`src/rtl/gf16_div_seq.sv`:
```
// Sequential GF(2^4) divider: Z = A / B computed as A * B^14 with three square-and-multiply steps.
// One operation in flight; result is held on the output until the consumer takes it.
module gf16_div_seq #(
    parameter logic [3:0] POLY = 4'b0011
) (
    input  logic       clk,
    input  logic       rst_n,
    input  logic       in_valid,
    output logic       in_ready,
    input  logic [3:0] A,
    input  logic [3:0] B,
    output logic       out_valid,
    input  logic       out_ready,
    output logic [3:0] Z,
    output logic       div_zero
);

    // Handshakes: a transfer happens on a rising edge where valid && ready are both high;
    // valid never waits on ready, and the payload is stable while valid is high and ready is low.

    localparam logic [1:0] S_IDLE = 2'd0;
    localparam logic [1:0] S_CALC = 2'd1;
    localparam logic [1:0] S_DONE = 2'd2;

    logic [1:0] state;
    logic [3:0] acc;
    logic [3:0] pw;
    logic [1:0] cnt;
    logic       dz;
    logic [3:0] sq;
    logic [3:0] prod;

    // MSB-first shift-and-add; a carry out of bit 3 folds back in through POLY.
    function automatic logic [3:0] gf_mul(input logic [3:0] x, input logic [3:0] y);
        logic [3:0] r;
        r = 4'b0000;
        for (int i = 3; i >= 0; i--) begin
            r = {r[2:0], 1'b0} ^ (r[3] ? POLY : 4'b0000);
            if (y[i]) begin
                r = r ^ x;
            end
        end
        return r;
    endfunction

    always_comb begin
        sq   = gf_mul(pw, pw);
        prod = gf_mul(acc, sq);
    end

    assign in_ready = (state == S_IDLE);

    always_ff @(posedge clk) begin
        if (!rst_n) begin
            state     <= S_IDLE;
            acc       <= 4'b0000;
            pw        <= 4'b0000;
            cnt       <= 2'd0;
            dz        <= 1'b0;
            out_valid <= 1'b0;
            Z         <= 4'b0000;
            div_zero  <= 1'b0;
        end else begin
            case (state)
                S_IDLE: begin
                    if (in_valid) begin
                        acc   <= A;
                        pw    <= B;
                        cnt   <= 2'd0;
                        dz    <= (B == 4'b0000);
                        state <= S_CALC;
                    end
                end
                S_CALC: begin
                    // pw walks B^2, B^4, B^8 while acc gathers A*B^2*B^4*B^8.
                    pw  <= sq;
                    acc <= prod;
                    cnt <= cnt + 2'd1;
                    if (cnt == 2'd2) begin
                        state     <= S_DONE;
                        Z         <= prod;
                        div_zero  <= dz;
                        out_valid <= 1'b1;
                    end
                end
                S_DONE: begin
                    if (out_ready) begin
                        out_valid <= 1'b0;
                        state     <= S_IDLE;
                    end
                end
                default: begin
                    state <= S_IDLE;
                end
            endcase
        end
    end

endmodule
```
`config.mk`:
```
export PLATFORM = sky130hd
export DESIGN_NAME = gf16_div_seq
export DESIGN_NICKNAME = d
export VERILOG_FILES = /design/src/rtl/gf16_div_seq.sv
export SDC_FILE = /design/constraint.sdc
export NUM_CORES = 1
export LEC_CHECK = 0
export ABC_AREA = 0
export ABC_CLOCK_PERIOD_IN_PS = 2280
export BUFFER_PORTS_ARGS = -buffer_cell sky130_fd_sc_hd__clkbuf_2
export CORE_MARGIN = 2
export CORE_UTILIZATION = 40
export DETAILED_ROUTE_END_ITERATION = 10
export MAX_ROUTING_LAYER = met4
export PLACE_DENSITY = 0.61
export SLEW_MARGIN = 40
export SYNTH_ARGS = -nofsm -noshare
export SYNTH_HDL_FRONTEND = slang
export SYNTH_SLANG_ARGS = --single-unit
```
`constraint.sdc`:
```
create_clock -name clk -period 2.28 [get_ports clk]
set_input_delay 0.114 -clock clk [delete_from_list [all_inputs] [get_ports clk]]
set_output_delay 0.114 -clock clk [all_outputs]
set_load 0.01 [all_outputs]
```
==> results.sh <==
export IMPL_status="finished clean"
export IMPL_final_max_slew_viol_count=0
export IMPL_antenna_cells=0
export IMPL_cp_depth=8
export IMPL_ys_types=46
export IMPL_r2r_end="Z[2]"
export IMPL_ys_flop_type="dfxtp_1"
export IMPL_startpoint_type="register"
export IMPL_num_vias=1187
export IMPL_crit_family="compound AO/OA/AOI/OAI gates"
export IMPL_fin_nets=191
export IMPL_hp_start="out_ready"
export IMPL_synth_area_leaders="dfxtp_1, o21ai_0, mux2i_1"
export IMPL_htree_num_levels=1
export IMPL_routedWlPerCell_um=13.76
export IMPL_critPathArrivalTime_ns=2.36
export IMPL_routabilityCongestion=0.8606
export IMPL_viasPerCell=5.395
export IMPL_grt_overflow=0
export IMPL_cap_violations=0
export IMPL_leakage_nw=0.6228
export IMPL_critPathBufInv=1
export IMPL_slew_headroom_pct=61.18
export IMPL_rows=20
export IMPL_grtUsageTotal_pct=18.47
export IMPL_worstRegToRegCells=8
export IMPL_cts_setup_buffers=0
export IMPL_path_clk_slew_ns=0.12
export IMPL_fin_crit_ns=2.191
export IMPL_cts_buffer_depth=2
export IMPL_multi_input_area_um2=907.1
export IMPL_yosys_warnings=0
export IMPL_antenna_left=0
export IMPL_max_stage_delay_ns=0.52
export IMPL_antenna_found_initial=0
export IMPL_end_kind="register"
export IMPL_dp_slack_ns=0.01437
export IMPL_ir_drop_v=0.0002886
export IMPL_core_area_mm2=0.003103
export IMPL_port_buffers=18
export IMPL_synth_top_area_cell="dfxtp_1"
export IMPL_grt_max_degree=22
export IMPL_drt_total_wl_mm=3.028
export IMPL_crit_start="pw[3]"
export IMPL_cts_buffers=3
export IMPL_ys_ff_latch=19
export IMPL_die_h_um=61.48
export IMPL_crit_type="register to register"
export IMPL_grt_pass1_vias=1114
export IMPL_initial_core_util_pct=42.58
export IMPL_dieArea_mm2=0.003779
export IMPL_path_max_fanout=6
export IMPL_async_flop_share_pct=0
export IMPL_worstMarginPinSlew_ns=0.5822
export IMPL_final_area_mm2=0.001521
export IMPL_setup_viol=0
export IMPL_r2r_start="pw[3]"
export IMPL_dr_pass1_iters=4
export IMPL_ys_seq_area_share_pct=28.79
export IMPL_cts_tree="built"
export IMPL_avgSynthCellArea_um2=8.207
export IMPL_hpwl_mm=2.238
export IMPL_cts_root_buf="clkbuf_4"
export IMPL_slowest_stage="dfxtp_1"
export IMPL_netlist_area_mm2=0.001321
export IMPL_drive_gt1_share_pct=25.00
export IMPL_fin_ws_ns=0.08926
export IMPL_place_area_mm2=0.001443
export IMPL_die_w_um=61.48
export IMPL_seq_area_um2=381.6
export IMPL_area_delta_synth_final_pct=15.15
export IMPL_clock_fmax_ghz=0.4565
export IMPL_syn_inst=161
export IMPL_drcViolationCount=0
export IMPL_critPathCapture="Z[2]"
export IMPL_cts_sinks=19
export IMPL_path_cells="ha_4 > xnor2_2 > mux2i_2 > buf_4 > a211o_1 > o41ai_4 > o2111ai_1 > o311ai_1"
export IMPL_drt_initial_drc_count=80
export IMPL_ios=19
export IMPL_fillerInstances=330
export IMPL_p_per_area_mw_per_mm2=548.2
export IMPL_finalHoldViolations=0
export IMPL_min_path_type="input port to register"
export IMPL_syn_nets=175
export IMPL_insertion_delay_ns=0.30
export IMPL_fin_worst_skew_ns=0.01159
export IMPL_required_ns=2.45
export IMPL_synth_edf_count=0
export IMPL_ff2ff_setup_slack_ns=0.09
export IMPL_grt_first_pass_wirelength_mm=4.988
export IMPL_period_share_pct=96.08
export IMPL_synth_top_area_share_pct=28.79
## through the flow
stage | hold slack (ns) | utilization [%] | power [mW] | cells | TNS, ns
2_1_floorplan | 0.2909 | - | 0.5839 | 161 | 0
3_3_place_gp | 0.4007 | 46.49 | 0.6360 | 216 | 0
3_5_place_dp | 0.4141 | 46.49 | 0.6410 | 216 | 0
4_1_cts | 0.06817 | 47.74 | 0.8294 | 220 | 0
5_1_grt | 0.1009 | 49.03 | 0.8945 | 220 | -0.01012
6_report | 0.08431 | 49.03 | 0.8340 | 220 | 0
## layout by cell type, fill, tap and decap left out, types with 2 or more instances in the layout
cell type,n
clkbuf_2,18
o21ai_0,15
and2_1,4
xnor2_1,4
buf_4,5
nor3b_1,2
mux2i_1,7
nor2b_1,4
a21oi_1,6
inv_1,6
a21boi_0,4
dfxtp_1,18
nor2_1,16
o2111ai_1,2
nand2_1,13
clkbuf_4,3
xor2_1,4
nand2b_1,4
mux2_2,4
nand3_1,4
o211a_1,2
## worst min-delay path by stage
stage,endpoint,slack (ns),depth (start not counted)
after floorplan,pw[3],0.29,2
after global placement,pw[3],0.40,3
after detailed placement,pw[3],0.41,3
after CTS,state[1],0.07,4
after global routing,pw[3],0.10,3
final,state[1],0.08,4
## where the power goes
group	total [mW]	internal [mW]	switching, mW
logic	0.271	0.129	0.142
registers	0.389	0.352	0.0372
clock network	0.174	0.0654	0.108
## layer usage
| metal | global-route usage, % | up-vias | wire length (µm) |
|---|---|---|---|
| met2 | 29.79 | 17 | 1409 |
| met5 | - | - | 0 |
| li1 | - | 605 | - |
| met3 | 4.412 | 2 | 106 |
| met4 | 2.736 | 0 | 19 |
| met1 | 24.11 | 563 | 1493 |
## tightest hold or removal path: cells and delay by family
kind	cells	cell delay, ns
compound gates	1	0.06
buf+inv	1	0.09
simple gates	2	0.09
## kinds of logic after synthesis
group / Yosys count / synth area share, %
AOI/OAI and AO/OA: 45 / 24.62
adders and majority gates: 2 / 1.894
and+or+nand+nor: 55 / 20.93
xor gates and xnor gates: 10 / 7.670
buffers and inverters: 18 / 6.344
muxes: 12 / 9.754
DFF: 19 / 28.79
## cell usage after synthesis, drive strengths merged (2+ instances only)
library cell / n
a21boi: 4
mux2: 4
nand2: 13
ha: 2
inv: 6
buf: 3
nor4: 2
o2111ai: 2
nand3: 4
o211a: 2
and2: 5
o311ai: 2
nand2b: 4
o211ai: 2
nor2: 17
nor3b: 2
mux2i: 8
xor2: 4
a21oi: 6
nor2b: 4
clkbuf: 9
o21ai: 15
xnor2: 5
dfxtp: 19
## timing repair
| item | in CTS | in global routing |
|---|---|---|
| resized for setup | 1 | 7 |
| pin swaps | 1 | 1 |
| hold buffers | 0 | 0 |
| setup endpoints to repair | 1 | 6 |
## area by class of cell
class | count | share of cell area, %
clock buffers | 3 | 1.480
clock inverters | 1 | 0.3289
inverters | 6 | 1.480
multi-input cells | 124 | 59.62
flip-flops and latches | 19 | 25.08
well taps | 44 | 3.618
repair buffers | 23 | 8.388
## flip-flops by register name (all words and copies together) (netlist names)
| name | flops |
|---|---|
| dz | 1 |
| div_zero | 1 |
| cnt | 2 |
| pw | 4 |
| acc | 4 |
| out_valid | 1 |
| Z | 4 |
| state | 2 |
Note: power is estimated with default switching activity, not from simulation.
